===== src/rtl/weight_sram_arbiter.sv =====
// weight_sram_arbiter
//   Shares a single Weight_SRAM_controller port between NUM_REQ requesters
//   (weight-loader DMA writes, PE-row fetcher reads). Round-robin grant, one
//   access in flight, address/data held through the access, read data
//   captured on d_ready, per-requester one-cycle response pulse.
//   Out-of-range addresses are rejected without touching the SRAM; a lost
//   completion is recovered by a TIMEOUT_CYCLES watchdog.
//
//   Optional build macro: WEIGHT_ARB_PRIORITY_EN
//     defined   -> requester 0 has strict priority and does not move rr_ptr;
//                  requesters 1..NUM_REQ-1 share round-robin.
//     undefined -> plain round-robin over all requesters.
//
// Ports
//   clock, reset         clock, synchronous active-low reset
//   req_valid/write      per-requester request and direction (1 = write)
//   req_addr/req_wdata   per-requester address / write data (packed [i][31:0])
//   req_ready            one-cycle grant pulse
//   rsp_valid            one-cycle completion pulse to the granted requester
//   rsp_error/rsp_rdata  response qualifier / read data (0 on writes, errors)
//   sram_*               controller port (addr, w_d, w_en, r_en, r_d,
//                        d_ready, w_done)

// Per-requester address range check: bank index lives in addr[15:11].
module weight_arb_addr_chk #(
  parameter int NUM_BANKS = 25
) (
  input  logic [31:0] addr,
  output logic        addr_ok
);
  localparam logic [5:0] NB = 6'(NUM_BANKS);
  assign addr_ok = (addr[31:16] == 16'd0) && ({1'b0, addr[15:11]} < NB);
endmodule

module weight_sram_arbiter #(
  parameter int NUM_REQ        = 4,
  parameter int NUM_BANKS      = 25,
  parameter int TIMEOUT_CYCLES = 16
) (
  input  logic                      clock,
  input  logic                      reset,
  input  logic [NUM_REQ-1:0]        req_valid,
  input  logic [NUM_REQ-1:0]        req_write,
  input  logic [NUM_REQ-1:0][31:0]  req_addr,
  input  logic [NUM_REQ-1:0][31:0]  req_wdata,
  output logic [NUM_REQ-1:0]        req_ready,
  output logic [NUM_REQ-1:0]        rsp_valid,
  output logic                      rsp_error,
  output logic [31:0]               rsp_rdata,
  output logic [31:0]               sram_addr,
  output logic [31:0]               sram_w_d,
  output logic                      sram_w_en,
  output logic                      sram_r_en,
  input  logic [31:0]               sram_r_d,
  input  logic                      sram_d_ready,
  input  logic                      sram_w_done
);
  localparam int IW = $clog2(NUM_REQ);
  localparam int CW = $clog2(TIMEOUT_CYCLES + 1);
  localparam logic [IW:0]   NREQ   = (IW+1)'(NUM_REQ);
  localparam logic [CW-1:0] TO_END = CW'(TIMEOUT_CYCLES - 1);

  typedef enum logic [1:0] {IDLE, ISSUE, WAIT, RESP} state_t;

  state_t               state;
  logic [IW-1:0]        rr_ptr;
  logic [NUM_REQ-1:0]   cur_oh;
  logic                 cur_write;
  logic                 err_pend;
  logic [CW-1:0]        cnt;

  logic [NUM_REQ-1:0]   addr_ok;
  logic                 found;
  logic [IW-1:0]        win;
  logic [IW:0]          cand;
  logic [IW:0]          nxt;
  logic [IW-1:0]        nxt_ptr;
  logic [NUM_REQ-1:0]   win_oh;
  logic                 done;

  for (genvar g = 0; g < NUM_REQ; g++) begin : g_chk
    weight_arb_addr_chk #(.NUM_BANKS(NUM_BANKS)) u_chk (
      .addr    (req_addr[g]),
      .addr_ok (addr_ok[g])
    );
  end

  // Search upward from rr_ptr with wrap; first pending requester wins.
  always_comb begin
    found = 1'b0;
    win   = '0;
    cand  = '0;
    for (int k = 0; k < NUM_REQ; k++) begin
      cand = {1'b0, rr_ptr} + (IW+1)'(k);
      if (cand >= NREQ) cand = cand - NREQ;
      if (!found && req_valid[cand[IW-1:0]]
`ifdef WEIGHT_ARB_PRIORITY_EN
          && (cand != '0)
`endif
         ) begin
        found = 1'b1;
        win   = cand[IW-1:0];
      end
    end
`ifdef WEIGHT_ARB_PRIORITY_EN
    if (req_valid[0]) begin
      found = 1'b1;
      win   = '0;
    end
`endif
  end

  always_comb begin
    nxt = {1'b0, win} + (IW+1)'(1);
    if (nxt == NREQ) nxt = '0;
    nxt_ptr = nxt[IW-1:0];
`ifdef WEIGHT_ARB_PRIORITY_EN
    // Priority grants leave the round-robin position of the others alone.
    if (win == '0) nxt_ptr = rr_ptr;
`endif
  end

  assign win_oh = NUM_REQ'(1) << win;
  // Only the completion matching the access direction counts.
  assign done   = cur_write ? sram_w_done : sram_d_ready;

  always_ff @(posedge clock) begin
    if (!reset) begin
      state     <= IDLE;
      rr_ptr    <= '0;
      cur_oh    <= '0;
      cur_write <= 1'b0;
      err_pend  <= 1'b0;
      cnt       <= '0;
      req_ready <= '0;
      rsp_valid <= '0;
      rsp_error <= 1'b0;
      rsp_rdata <= '0;
      sram_addr <= '0;
      sram_w_d  <= '0;
      sram_w_en <= 1'b0;
      sram_r_en <= 1'b0;
    end else begin
      req_ready <= '0;
      case (state)
        IDLE: if (found) begin
          cur_oh    <= win_oh;
          cur_write <= req_write[win];
          sram_addr <= req_addr[win];
          sram_w_d  <= req_wdata[win];
          req_ready <= win_oh;
          rr_ptr    <= nxt_ptr;
          if (addr_ok[win]) begin
            sram_w_en <= req_write[win];
            sram_r_en <= ~req_write[win];
            state     <= ISSUE;
          end else begin
            // Nothing reaches the SRAM; respond with error one cycle later.
            err_pend  <= 1'b1;
            state     <= RESP;
          end
        end
        ISSUE: begin
          sram_w_en <= 1'b0;
          sram_r_en <= 1'b0;
          cnt       <= '0;
          state     <= WAIT;
        end
        WAIT: begin
          cnt <= cnt + CW'(1);
          // Completion is tested first so it wins on the timeout cycle.
          if (done) begin
            rsp_valid <= cur_oh;
            rsp_error <= 1'b0;
            rsp_rdata <= cur_write ? 32'd0 : sram_r_d;
            state     <= RESP;
          end else if (cnt == TO_END) begin
            rsp_valid <= cur_oh;
            rsp_error <= 1'b1;
            rsp_rdata <= 32'd0;
            state     <= RESP;
          end
        end
        RESP: begin
          if (err_pend) begin
            err_pend  <= 1'b0;
            rsp_valid <= cur_oh;
            rsp_error <= 1'b1;
            rsp_rdata <= 32'd0;
          end else begin
            rsp_valid <= '0;
            rsp_error <= 1'b0;
            rsp_rdata <= 32'd0;
            cnt       <= '0;
            state     <= IDLE;
          end
        end
        default: state <= IDLE;
      endcase
    end
  end
endmodule

===== config.mk =====
export PLATFORM = sky130hd
export DESIGN_NAME = weight_sram_arbiter
export DESIGN_NICKNAME = d
export VERILOG_FILES = /design/src/rtl/weight_sram_arbiter.sv
export SDC_FILE = /design/constraint.sdc
export NUM_CORES = 1
export LEC_CHECK = 0
export ABC_AREA = 1
export CAP_MARGIN = 20
export CORE_UTILIZATION = 30
export DETAILED_ROUTE_END_ITERATION = 8
export HOLD_SLACK_MARGIN = 0.03
export PLACE_DENSITY = 0.67
export SLEW_MARGIN = 40
export SYNTH_ARGS = -nofsm -noshare
export SYNTH_HDL_FRONTEND = slang
export SYNTH_SLANG_ARGS = --single-unit

===== constraint.sdc =====
create_clock -name clock -period 2.5 [get_ports clock]
set_input_delay 0.25 -clock clock [delete_from_list [all_inputs] [get_ports clock]]
set_output_delay 0.25 -clock clock [all_outputs]
set_load 0.05 [all_outputs]

==> qor.txt, run 1 <==
ANT nets after route - 0
Post-CTS Hold Fix Bufs - 0
Buffers on Ports - 406
First-pass GRT wire length - 47,000 µm
Post-route clock period utilization - 0.897
Core area - 24,400 µm²
Min-Delay Path Depth - 3
Slew headroom - 0.591
Cell area after placement - 11,900 µm²
Slowest cell on the critical path - dfxtp_2
Clock latency on the worst-skew pair - 0.42 ns
Sinks on Clock Net - 122
Final Wtd Congestion - 0.965
CP Max Fanout - 34
Layout cell share with drive strength beyond 1 - 0.0645
Leakage - 0.00546 µW
Initial antenna violation count - 1
DR pass1 iterations - 5
Post-synth EDFFs - 0
CP Launch Type - flip-flop
Residual DRC - 0
Crit-path cells - inv_2 > nand2_1 > nand2_2 > nand2_1 > inv_2 > nor2_1 > nand3_4 > nand3_4 > buf_12 > buf_12 > nand2_1 > o211ai_1 > o21ai_1 > o21ai_1 > inv_1
Worst VDD drop - 0.905 mV
Netlist Area Pre-Place - 7460 µm²
FF-to-FF path depth - 15
HP Class - input port to flip-flop
Fin. Hold Viols - 0
Crit Path Category - flip-flop to flip-flop
RSZ-0062 raised after global routing - no
Layout Nets - 1,878
Synth unique cells - 31
Overall global routing resource usage - 0.234
Worst slew pin tran - 0.611 ns
Die Y - 160 µm
Worst hold slack - 0.401 ns
Grt ovf - 0
Fmax achieved - 446 MHz
Syn avg cell area - 6.28 µm²
Max Slew Vio Count - 0
Vias per Instance - 4.80
Register area share after synthesis - 0.327
Synth warn - 0
Critical path's top delay family - simple AND/OR/NAND/NOR gates
Initial Util - 0.306
Die X - 160 µm
Final min period - 2.24 ns
Vias - 9,154
Largest net degree at the start of global routing - 68
DR iter-0 viols - 530
Final setup TNS - 0 ns
Layout Skew - 0.0123 ns
CTS buffer count - 17
CP required - 2.81 ns
Cell Rows - 57
CTS tree - yes
Ys flop type - dfxtp_1
Final Util - 0.514
CTS Root Cell - clkbuf_16
Setup-failing EPs final - 0
WP data arrival - 2.55 ns
Cell mode on critical path - nand2_1
Synthesized flop and latch total - 122
Post-route cell area - 12,500 µm²
Max clock buf depth - 2
Htree depth - 4
CP endpoint kind - flip-flop
Final wirelength - 30,400 µm
Power Density - 1440 nW/µm²
Post-DP HPWL - 23,100 µm
IO Count - 407
Levels on crit path - 15
Buf+Inv Stages, Crit Path - 5
Post-CTS setup buffers - 0
Async SR Flop Fraction - 0
Outcome - complete, no violations
Mapped Nets - 1,498
Worst-path clk slew - 0.07 ns
DR WL/cell - 15.9 µm
Die area - 25,500 µm²
Syn Inst Count - 1,188
Vias in the first global route - 8,759
MaxCap Viol Count - 0
Max incr delay on CP - 0.40 ns
P&R area growth vs syn - 68.1%
==> metrics by stage <==
| step | cells | total power [µW] | setup slack, ns |
|---|---|---|---|
| final | 1906 | 18100 | 0.257 |
| after CTS | 1904 | 18100 | 0.0887 |
| after detailed placement | 1872 | 15600 | 0.0144 |
| after global placement | 1872 | 15500 | 0.0349 |
| after floorplan | 1188 | 11600 | 0.423 |
| after global routing | 1906 | 19600 | 0.00159 |
==> flip-flops by register name (all words and copies together), names as in the netlist, 2 cells and up <==
register and cells:
req_ready 4, sram_w_d 32, rr_ptr 2, sram_addr 32, rsp_valid 4, rsp_rdata 32
cur_oh 4, cnt 5, state 2
==> layout by cell type, fill, tap and decap left out, types with 2 or more instances in the layout <==
cell             instances
or2_2                   10
buf_12                  13
inv_8                    5
dfxtp_2                  2
o21ai_0                 40
dfxtp_1                120
nand4_1                  7
inv_2                    5
a31o_2                   4
nor2_1                 222
nand3_4                  2
o211ai_1                73
nor3_1                   8
clkdlybuf4s50_1        406
nand2_2                  4
nand2_1                165
inv_1                  161
nand3_1                 73
ha_1                    10
nor4_1                   5
a21oi_1                 54
inv_6                    5
o21ai_1                129
clkinv_2                 2
nand3b_1                 2
clkinvlp_4               3
clkbuf_16               18
buf_4                   21
==> cell families (layout without fill, tap and decap cells) <==
group           Yosys count  count (layout)  synth area share
other cells               0               1                 0
simple gates            503             503             0.282
buf+inv                 249             642             0.142
flops                   122             122             0.327
fa+ha+maj                10              10            0.0168
compound gates          304             304             0.231
==> Yosys cell counts, types with 2 or more instances <==
library cell  instances  share of area
a21oi_1              55          0.037
a31o_2                4         0.0047
buf_2                28          0.019
buf_4                11          0.011
buf_6                 7          0.011
clkbuf_1             33          0.017
dfxtp_1             122           0.33
ha_1                 10          0.017
inv_1               161          0.081
inv_2                 7         0.0035
nand2_1             166          0.083
nand2_2               4         0.0034
nand3_1              73          0.049
nand3_4               2         0.0047
nand3b_1              2         0.0020
nand4_1               7         0.0059
nor2_1              222           0.11
nor3_1                9         0.0060
nor4_1                5         0.0042
o211ai_1             73          0.073
o21ai_0              40          0.027
o21ai_1             129          0.087
or2_2                10         0.0084
==> path summary, 6_finish.rpt <==
check                      end         start  slack [ns]
setup / recovery  sram_addr[1]     rr_ptr[0]        0.26
hold / removal    rsp_rdata[3]   sram_r_d[3]        0.40
setup reg to reg  sram_addr[1]     rr_ptr[0]        0.26
hold reg to reg   rsp_rdata[9]  rsp_rdata[9]        0.46
==> cell type report <==
class                      instances  area, µm²
inverter                         169        639
timing repair buffer             441       4510
clock inverter                    15        148
multi-input combinational        817       3970
sequential                       122       2440
fill                            2471      11800
antenna                            1       2.50
tap                              324        405
clock buffer                      17        425
==> timing repair <==
| action | CTS | global route |
|---|---|---|
| endpoints found under the hold margin | 0 | 0 |
| endpoints found under the setup margin | 0 | 62 |
| gates resized for setup | 0 | 4 |
==> where the power goes <==
part / internal, µW / switching [µW] / leakage [µW] / total [µW]
sequential: 2620 / 374 / 0.00101 / 2990
clock: 1330 / 1080 / 0.000274 / 2410
combinational: 4610 / 8100 / 0.00418 / 12700
==> per-layer routing <==
layer / wire length (µm) / track usage / up-vias / share of wire
li1: - / - / 4617 / -
met1: 12600 / 0.277 / 4135 / 0.41
met2: 14900 / 0.408 / 341 / 0.49
met3: 1880 / 0.0532 / 61 / 0.062
met4: 1070 / 0.0957 / 0 / 0.035
met5: 0 / 0 / - / 0
==> worst min-delay path: stages <==
cell	delay, ns
clkdlybuf4s50_1	0.39
nand3_1	0.08
a21oi_1	0.05
Note: power is estimated with default switching activity, not from simulation.
==> run 2, diff against run 1 <==
--- a/config.mk
+++ b/config.mk
@@ -7,10 +7,12 @@
 export LEC_CHECK = 0
 export ABC_AREA = 1
 export CAP_MARGIN = 20
-export CORE_UTILIZATION = 30
+export CORE_AREA = 2 2 157 159
 export DETAILED_ROUTE_END_ITERATION = 8
+export DIE_AREA = 0 0 159 161
+export GPL_ROUTABILITY_DRIVEN = 0
 export HOLD_SLACK_MARGIN = 0.03
-export PLACE_DENSITY = 0.67
+export PLACE_DENSITY = 0.69
 export SLEW_MARGIN = 40
 export SYNTH_ARGS = -nofsm -noshare
 export SYNTH_HDL_FRONTEND = slang
==> run 2 against run 1 <==
Worst setup slack improved by 0.0021 ns. Register-to-register slack hardly changed. Via count shrank 0.76%. Largest power group unchanged. Global-route usage is 1.3 points lower. Clock skew is 0.0027 ns lower. Clock power about the same. Sequential share of layout area grew 0.062 points. Critical path type unchanged.
==> qor.txt, run 2 (synthesis gave the netlist of run 1 again) <==
DR iter-0 viols - 594
WP data arrival - 2.55 ns
RSZ-0062 raised after global routing - no
ANT nets after route - 0
CTS buffer count - 17
Residual DRC - 0
Core area - 24,000 µm²
Cell Rows - 57
Vias - 9,084
Sinks on Clock Net - 122
Min-Delay Path Depth - 3
DR pass1 iterations - 5
CP Max Fanout - 27
Biggest regs - rsp_rdata (32), sram_addr (32), sram_w_d (32)
Max Slew Vio Count - 0
Die area - 25,600 µm²
Post-CTS setup buffers - 0
Hold Path End - rsp_rdata[16]
Worst-path clk slew - 0.07 ns
Final min period - 2.24 ns
CTS tree - yes
Post-DP HPWL - 22,600 µm
HP Class - input port to flip-flop
Initial Util - 0.311
Largest net degree at the start of global routing - 64
Initial antenna violation count - 0
CP endpoint kind - flip-flop
Worst reg2reg endpoint - sram_w_en
P&R area growth vs syn - 67.5%
CTS Root Cell - clkbuf_16
Worst slew pin tran - 0.632 ns
First-pass GRT wire length - 45,400 µm
IO Count - 407
HP Start - sram_r_d[16]
Final Util - 0.522
Overall global routing resource usage - 0.221
Power Density - 1430 nW/µm²
Slew headroom - 0.577
Htree depth - 4
Buffers on Ports - 406
Final setup TNS - 0 ns
Layout Nets - 1,879
FF-to-FF path depth - 14
Most frequent cells in the layout - clkdlybuf4s50_1, nor2_1, nand2_1
Clock latency on the worst-skew pair - 0.41 ns
Worst VDD drop - 0.806 mV
Grt ovf - 0
Number of antenna diodes - 0
Final wirelength - 29,100 µm
Worst reg2reg setup slack - 0.26 ns
DR WL/cell - 15.3 µm
Post-route clock period utilization - 0.896
Die Y - 161 µm
Max clock buf depth - 2
Fin. Hold Viols - 0
Fmax achieved - 446 MHz
Most common cell after layout, fill and taps aside - clkdlybuf4s50_1
Setup-failing EPs final - 0
Leakage - 0.00545 µW
Vias per Instance - 4.77
Vias in the first global route - 8,780
MaxCap Viol Count - 0
CP Launch Type - flip-flop
Worst r2r src - rr_ptr[0]
Outcome - complete, no violations
Layout cell share with drive strength beyond 1 - 0.0645
Layout Skew - 0.00961 ns
Crit Path Category - flip-flop to flip-flop
Die X - 159 µm
CP required - 2.81 ns
[run 2: changes by cell type in the layout (fill, tap and decap cells not counted)]
cell	previous run	this run
buf_12	13	10
clkinv_4	1	0
a21oi_2	1	0
clkbuf_16	18	17
buf_4	21	26
inv_2	5	6
diode_2	1	0
dfxtp_1	120	121
dfxtp_2	2	1
inv_4	1	0
a21oi_4	0	1
inv_6	5	6
[run 2: how the worst max path moves through the flow]
stage | start | endpoint | slack, ns | cells past startpoint
after floorplan | rr_ptr[0] | rr_ptr[1] | 0.42 | 13
after global placement | req_valid[3] | sram_w_en | 0.08 | 15
after detailed placement | req_valid[1] | sram_w_en | 0.07 | 15
after CTS | rr_ptr[1] | sram_w_en | 0.21 | 15
after global routing | rr_ptr[0] | sram_addr[0] | 0.03 | 14
final | rr_ptr[0] | sram_w_en | 0.26 | 14
[run 2: cell type report]
class,instances,area (µm²)
inverters,169,637
well taps,324,405
fillers,2423,11500
clock buffers,17,425
multi-input cells,817,3980
clock inverters,15,148
flip-flops and latches,122,2440
repair buffers,442,4460
[run 2: stage by stage]
step	hold WS [ns]	area (µm²)	std cells	worst slack, ns	power, µW
2_1_floorplan	0.391	7460	1188	0.423	11600
6_report	0.408	12500	1906	0.259	17900
3_5_place_dp	0.456	11900	1874	0.0686	15500
3_3_place_gp	0.451	11900	1874	0.0849	15400
5_1_grt	0.390	12500	1906	0.0345	19400
4_1_cts	0.389	12500	1906	0.205	18000
[run 2: what timing repair did]
action / in CTS / in global routing
gates resized for setup: 0 / 1
setup endpoints to repair: 0 / 3
hold buffers: 0 / 0
[run 2: worst max-delay path, stage by stage, from the launching register on]
cell and delay [ns]:
dfxtp_1 0.36, buf_4 0.18, nand2_1 0.08, nand3_1 0.12
nand2_2 0.09, nor2_4 0.16, nand3_4 0.09, buf_4 0.17
nand2_2 0.09, buf_4 0.31, o21ai_0 0.21, nand2_1 0.13
nand2_1 0.06, nand2_1 0.05, nor2_1 0.04
[run 2: power breakdown]
| group | switching [µW] | leakage [µW] | internal [µW] | total (µW) |
|---|---|---|---|---|
| sequential | 357 | 0.00101 | 2610 | 2970 |
| clock | 1080 | 0.000274 | 1330 | 2400 |
| combinational | 8010 | 0.00417 | 4480 | 12500 |
| total | 9440 | 0.00545 | 8420 | 17900 |
[run 2: metal layers]
layer / global-route usage / wire, µm / vias up / part of all wire
li1: - / - / 4620 / -
met1: 0.256 / 12000 / 4087 / 0.41
met2: 0.402 / 14400 / 334 / 0.49
met3: 0.0544 / 1990 / 43 / 0.068
met4: 0.0719 / 721 / 0 / 0.025
met5: 0 / 0 / - / 0
==> run 3, diff against run 2 <==
--- a/config.mk
+++ b/config.mk
@@ -8,9 +8,9 @@
 export ABC_AREA = 1
 export CAP_MARGIN = 20
 export CORE_AREA = 2 2 157 159
+export CTS_CLUSTER_DIAMETER = 200
 export DETAILED_ROUTE_END_ITERATION = 8
 export DIE_AREA = 0 0 159 161
-export GPL_ROUTABILITY_DRIVEN = 0
 export HOLD_SLACK_MARGIN = 0.03
 export PLACE_DENSITY = 0.69
 export SLEW_MARGIN = 40
==> run 3 against run 2 <==
Final cell count rose by 0.10%. Total power is 0.25% higher. Wire length is 1.5% higher. First-iteration DRC count is 12% lower. Utilization up 0.18 points. Sequential share of layout area decreased by 0.066 points. Maximum frequency increased by 1.2%. Worst setup slack better by 0.028 ns. Largest cell class unchanged. Clock power rose by 3%. Global-route usage grew 0.29 points.
==> qor.txt, run 3 (synthesis gave the netlist of run 1 again) <==
Cell area after placement - 12,000 µm²
Cell Rows - 57
Initial antenna violation count - 0
Sequential Area - 2440 µm²
DR pass1 iterations - 5
Reg power frac - 0.166
Crit Path Category - flip-flop to flip-flop
Most common cell after layout, fill and taps aside - clkdlybuf4s50_1
Worst setup margin - 0.287 ns
Pre-CTS setup slack - 0.0579 ns
Sw Ratio - 0.523
Final wirelength - 29,600 µm
Final Wtd Congestion - 0.913
Leakage - 0.00547 µW
Final setup TNS - 0 ns
Post-route cell area - 12,500 µm²
RSZ-0062 raised after global routing - no
IO Count - 407
Worst hold slack - 0.408 ns
CP Launch Type - flip-flop
Max clock buf depth - 2
CTS tree - yes
Vias - 9,076
Die Y - 161 µm
Fill count - 2,384
Core area - 24,000 µm²
Grt ovf - 0
HP Start - sram_r_d[17]
Layout cell share with drive strength beyond 1 - 0.0657
Slowest cell on the critical path - dfxtp_1
Area of the multi-input gates - 3980 µm²
Clock latency on the worst-skew pair - 0.42 ns
Sinks on Clock Net - 122
P&R area growth vs syn - 68.0%
DR iter-0 viols - 524
Outcome - complete, no violations
Internal Power - 8530 µW
Worst slew pin tran - 0.635 ns
CP required - 2.82 ns
Switching power - 9370 µW
Worst reg2reg endpoint - sram_addr[19]
Max incr delay on CP - 0.38 ns
Total Power - 17,900 µW
CTS buffer count - 17
Logic pwr share - 0.696
FF-to-FF path depth - 14
Layout Skew - 0.00829 ns
Initial Util - 0.311
Final min period - 2.21 ns
Worst r2r src - rr_ptr[0]
Die X - 159 µm
Max Slew Vio Count - 0
HP Class - input port to flip-flop
Worst reg2reg setup slack - 0.29 ns
Cell mode on critical path - nand2_1
CP Max Fanout - 29
Buffers on Ports - 406
Largest net degree at the start of global routing - 67
DR WL/cell - 15.5 µm
Clk pwr share - 0.137
Post-CTS Hold Fix Bufs - 0
Setup-failing EPs final - 0
Htree depth - 4
Post-route clock period utilization - 0.885
Vias in the first global route - 8,645
Min-Delay Path Depth - 3
Power Density - 1430 nW/µm²
Slew headroom - 0.573
Vias per Instance - 4.76
WP data arrival - 2.53 ns
Number of antenna diodes - 0
Most frequent cells in the layout - clkdlybuf4s50_1, nor2_1, nand2_1
Worst-path clk slew - 0.06 ns
Fin. Hold Viols - 0
Post-DP HPWL - 23,100 µm
First-pass GRT wire length - 45,400 µm
CP endpoint kind - flip-flop
CTS Root Cell - clkbuf_16
ANT nets after route - 0
Die area - 25,600 µm²
Crit-path cells - buf_6 > nand2_1 > nand3_1 > nand2_1 > nand2_1 > nand2_1 > nand2_1 > nand3_4 > buf_4 > or2_2 > o211ai_1 > nand3_1 > nand2_1 > inv_1
Overall global routing resource usage - 0.224
Residual DRC - 0
Layout Nets - 1,881
Hold Path End - rsp_rdata[17]
Fmax achieved - 452 MHz
Biggest regs - rsp_rdata (32), sram_addr (32), sram_w_d (32)
MaxCap Viol Count - 0
Worst VDD drop - 0.728 mV
[run 3: cell types whose count changed in the layout (fill, tap and decap cells not counted), sizes merged]
cell / delta
buf: +2
inv: -2
bufinv: +1
clkinv: +1
[run 3: critical path: cells and delay by family (launching register included)]
kind                   cells  cell delay, ns
flip-flops                 1            0.38
buffers and inverters      3            0.45
AND/OR/NAND/NOR           10            1.21
AO/OA/AOI/OAI              1            0.09
[run 3: area by class of cell]
type                    instances  share of cell area
clock buffers                  17              0.0339
repair buffers                444               0.358
flip-flops and latches        122               0.195
well taps                     324              0.0323
clock inverters                15              0.0124
multi-input cells             817               0.317
inverters                     169              0.0508
[run 3: power by group through the flow]
| stage | Combinational [µW] | Sequential [µW] | Clock [µW] |
|---|---|---|---|
| after detailed placement | 12500 | 3030 | 0 |
| after CTS | 12600 | 2990 | 2530 |
| after global routing | 13800 | 3060 | 2610 |
| final | 12500 | 2980 | 2460 |
| after floorplan | 6850 | 4800 | 0 |
| after global placement | 12400 | 3000 | 0 |
[run 3: stage by stage]
stage | cells | util
after CTS | 1908 | 0.523
after floorplan | 1188 | -
after global routing | 1908 | 0.523
after global placement | 1876 | 0.499
final | 1908 | 0.523
after detailed placement | 1876 | 0.499
[run 3: worst max path at each step]
stage                 start             to  slack [ns]  depth (start not counted)
3_5_place_dp   req_valid[1]      sram_w_en        0.06                         15
5_1_grt           rr_ptr[0]  sram_addr[15]        0.01                         14
4_1_cts           rr_ptr[1]      sram_w_en        0.19                         15
6_report          rr_ptr[0]  sram_addr[19]        0.29                         14
3_3_place_gp   req_valid[3]      sram_w_en        0.10                         15
2_1_floorplan     rr_ptr[0]      rr_ptr[1]        0.42                         13
[run 3: metal layers]
layer / vias up / routed length, µm / global-route usage
met1: 4040 / 12300 / 0.256
met2: 350 / 14300 / 0.400
met4: 0 / 1060 / 0.0909
met5: - / 0 / 0
li1: 4622 / - / -
met3: 64 / 1900 / 0.0570
[run 3: what timing repair did]
| item | 4_1_cts | 5_1_grt |
|---|---|---|
| endpoints found under the setup margin | 0 | 16 |
| setup buffers | 0 | 0 |
| gates resized for setup | 0 | 3 |
==> variant 1: new RTL, flow settings as in run 2 <==
Register the output `rsp_error` once more, without a reset; this adds one clock of latency there. The other outputs are not delayed to match.
--- a/src/rtl/weight_sram_arbiter.sv
+++ b/src/rtl/weight_sram_arbiter.sv
@@ -62,6 +62,8 @@
 
   typedef enum logic [1:0] {IDLE, ISSUE, WAIT, RESP} state_t;
 
+  logic rsp_error_s0;
+
   state_t               state;
   logic [IW-1:0]        rr_ptr;
   logic [NUM_REQ-1:0]   cur_oh;
@@ -134,7 +136,7 @@
       cnt       <= '0;
       req_ready <= '0;
       rsp_valid <= '0;
-      rsp_error <= 1'b0;
+      rsp_error_s0 <= 1'b0;
       rsp_rdata <= '0;
       sram_addr <= '0;
       sram_w_d  <= '0;
@@ -171,12 +173,12 @@
           // Completion is tested first so it wins on the timeout cycle.
           if (done) begin
             rsp_valid <= cur_oh;
-            rsp_error <= 1'b0;
+            rsp_error_s0 <= 1'b0;
             rsp_rdata <= cur_write ? 32'd0 : sram_r_d;
             state     <= RESP;
           end else if (cnt == TO_END) begin
             rsp_valid <= cur_oh;
-            rsp_error <= 1'b1;
+            rsp_error_s0 <= 1'b1;
             rsp_rdata <= 32'd0;
             state     <= RESP;
           end
@@ -185,11 +187,11 @@
           if (err_pend) begin
             err_pend  <= 1'b0;
             rsp_valid <= cur_oh;
-            rsp_error <= 1'b1;
+            rsp_error_s0 <= 1'b1;
             rsp_rdata <= 32'd0;
           end else begin
             rsp_valid <= '0;
-            rsp_error <= 1'b0;
+            rsp_error_s0 <= 1'b0;
             rsp_rdata <= 32'd0;
             cnt       <= '0;
             state     <= IDLE;
@@ -199,4 +201,8 @@
       endcase
     end
   end
+  always_ff @(posedge clock) begin
+    rsp_error <= rsp_error_s0;
+  end
+
 endmodule
Function: changed (Yosys sat finds a counterexample within 4 cycles, from zero or initial values and one cycle with reset low).
==> variant 1 against run 2 <==
Worst setup slack got worse by 19 ps. Clock skew is 1.6 ps lower. Total power down 0.13%. Synthesized cell count fell by 0.42%. Final area increased by 0.79%. Sequential cell count increased by 1. Critical path type unchanged. Via count is 0.11% lower. Synthesized area down 0.50%. Non-clock buffer count increased by 11. Routed wire length is 3.1% higher. Critical path depth is the same. Critical endpoint is now sram_addr[3]$_SDFFE_PN0P_.
==> variant 1: results (changes against run 2) <==
* Status: completed
* WL met1 at 12400 µm (+3.5%)
* Area fraction in compound gates after synthesis at 20.7% (-2.4 points)
* Global-route wire length before repair at 45800 µm (+0.83%)
* Vias in the first global route at 8729 (-0.58%)
* Synth top cells by count: nor2_1 (311), nand2_1 (175), dfxtp_1 (123), inv_1 (109)
* Tcrit/Tclk final at 90.4% (+0.75 points)
* Hpwl dp at 23500 µm (+3.9%)
* Arrival time worst endpoint at 2620 ps (+70 ps)
* Met2 WL at 14500 µm (+0.75%)
* Final WL at 30100 µm (+3.1%)
* Dpl cell area at 12000 µm² (+0.58%)
* Crit path to: sram_addr[3]$_SDFFE_PN0P_
* Seq cells at 123 (+0.82%)
* Register Area at 2460 µm² (+0.82%)
* Global-route usage over all layers at 22.4% (+0.32 points)
* Power Internal at 8.69 mW (+3.2%)
* Met1 Track Usage GR at 25.8% (+0.21 points)
* P_sw at 9.15 mW (-3.1%)
* FILL cells at 2415 (-0.33%)
* Worst min path class: register to register
* Iteration-0 DRC Markers at 524 (-12%)
* Area Growth Syn to Fin at 69.7%
* Slew HR at 53.0% (-4.7 points)
* Pin count of the biggest net entering global routing at 99 (+55%)
* M3 GR Usage at 5.88% (+0.44 points)
* Synth Area in Adders at 1.85% (+0.18 points)
* Via density at 4.74 (-0.48%)
* Seq area share at 19.6% (about the same)
* DR WL met3 at 2050 µm (+3.2%)
* #MultiIn Comb at 865 (+5.9%)
* Critical-path maximum fanout at 56 (+110%)
* Worst Skew at 7.97 ps (-1.65 ps)
* Footprint of the multi-input gates at 4140 µm² (+4.1%)
variant 1: worst min-delay path by stage:
| stage | startpoint | endpoint | slack, ps | cells past startpoint |
|---|---|---|---|---|
| global route | rsp_error_s0$_SDFFE_PN0P_ | rsp_error$_DFF_P_ | 370 | 0 |
| detailed placement | rsp_error_s0$_SDFFE_PN0P_ | rsp_error$_DFF_P_ | 350 | 0 |
| floorplan | rsp_error_s0$_SDFFE_PN0P_ | rsp_error$_DFF_P_ | 330 | 0 |
| finish | rsp_error_s0$_SDFFE_PN0P_ | rsp_error$_DFF_P_ | 360 | 0 |
| global placement | rsp_error_s0$_SDFFE_PN0P_ | rsp_error$_DFF_P_ | 340 | 0 |
| CTS | rsp_error_s0$_SDFFE_PN0P_ | rsp_error$_DFF_P_ | 360 | 0 |
variant 1: worst reg2reg max path, delay by kind of cell, from the launching register on:
family / cells / cell delay (ps)
AOI/OAI and AO/OA: 1 / 320
and+or+nand+nor: 9 / 850
buffers and inverters: 4 / 600
DFF: 1 / 430
==> variant 2: new RTL, settings of run 2 <==
Without the edit above. Change the parameter `TIMEOUT_CYCLES` from 16 to 32.
--- a/src/rtl/weight_sram_arbiter.sv
+++ b/src/rtl/weight_sram_arbiter.sv
@@ -35,7 +35,7 @@
 module weight_sram_arbiter #(
   parameter int NUM_REQ        = 4,
   parameter int NUM_BANKS      = 25,
-  parameter int TIMEOUT_CYCLES = 16
+  parameter int TIMEOUT_CYCLES = 32
 ) (
   input  logic                      clock,
   input  logic                      reset,
Function: no difference found for any inputs over 4 cycles, from zero or initial values and one cycle with reset low; that may be too few to reach the edited logic, so the function may still have changed.
==> variant 2 against run 2 <==
Clock skew grew 0.88 ps. Count of clock-buffer cells in the layout up 1. Clock power down 4%. Total power decreased by 0.88%. Final area hardly changed. Routed wire length shrank 0.17%. Fmax is 1.1% higher. Sequential cell count up 1. Synthesized area is 1.2% higher. Worst setup slack better by 24 ps. Critical path type unchanged.
==> variant 2: results (changes against run 2) <==
* Sequential share of the synthesized area at 32.6% (-0.11 points)
* Area fraction in compound gates after synthesis at 23.5% (+0.33 points)
* Pin count of the biggest net entering global routing at 77 (+20%)
* Worst-margin pin slew at 637 ps (+4.28 ps)
* Drt wl/cell at 15.3 µm (about the same)
* Non-clock inverters at 166 (-1.8%)
* Setup WS post-layout at 283 ps (+23.8 ps)
* Hold Path Origin: sram_r_d[30]
* Vias in the first global route at 8708 (-0.82%)
* Critical-path maximum fanout at 45 (+67%)
* Synth Instances at 1193 (+0.42%)
* Dpl cell area at 11900 µm² (+0.20%)
* Worst hold endpoint: rsp_rdata[30]$_SDFFE_PN0P_
* Iteration-0 DRC Markers at 674 (+13%)
* Worst Skew at 10.5 ps (+0.882 ps)
* Crit path to: sram_w_d[30]$_SDFFE_PN0P_
* Peak supply drop at 0.888 mV (+10%)
* Hpwl dp at 22700 µm (+0.31%)
* Post-synth cell types at 36 (+16%)
* Seq cells at 123 (+0.82%)
* Status: completed
* Seq power at 2.96 mW (about the same)
* Seq area share at 19.7% (+0.15 points)
* Layout non-clock buf frac at 35.3% (-0.36 points)
* Nets at 1874 (-0.27%)
## variant 2: cell count changes after synthesis, moves of 5 or more
cell	before	now
buf_2	28	16
o211ai_2	0	7
inv_1	161	156
clkbuf_1	33	39
o21ai_0	40	72
o21ai_1	129	97
nor3_1	9	3
or2_1	0	7
nand2_1	166	178
or2_2	10	3
o211ai_1	73	67
## variant 2: metrics by stage
stage                     power, mW  utilization, %
after floorplan                11.7               -
after global placement         15.3            49.9
after detailed placement       15.4            49.9
after CTS                      17.8            52.2
after global routing           19.2            52.2
final                          17.7            52.2
## variant 2: layer usage
layer / up-vias / GRT usage [%] / wire, µm
met1: 4070 / 25.6 / 11700
met4: 0 / 8.97 / 1030
met5: - / 0 / 0
met2: 356 / 38.7 / 14200
met3: 57 / 6.29 / 2150
li1: 4624 / - / -
## variant 2: kinds of logic after synthesis
family                     after synthesis
DFF                                    123
buffers and inverters                  246
xor gates and xnor gates                 1
AOI/OAI and AO/OA                      306
and+or+nand+nor                        508
adders and majority gates                9
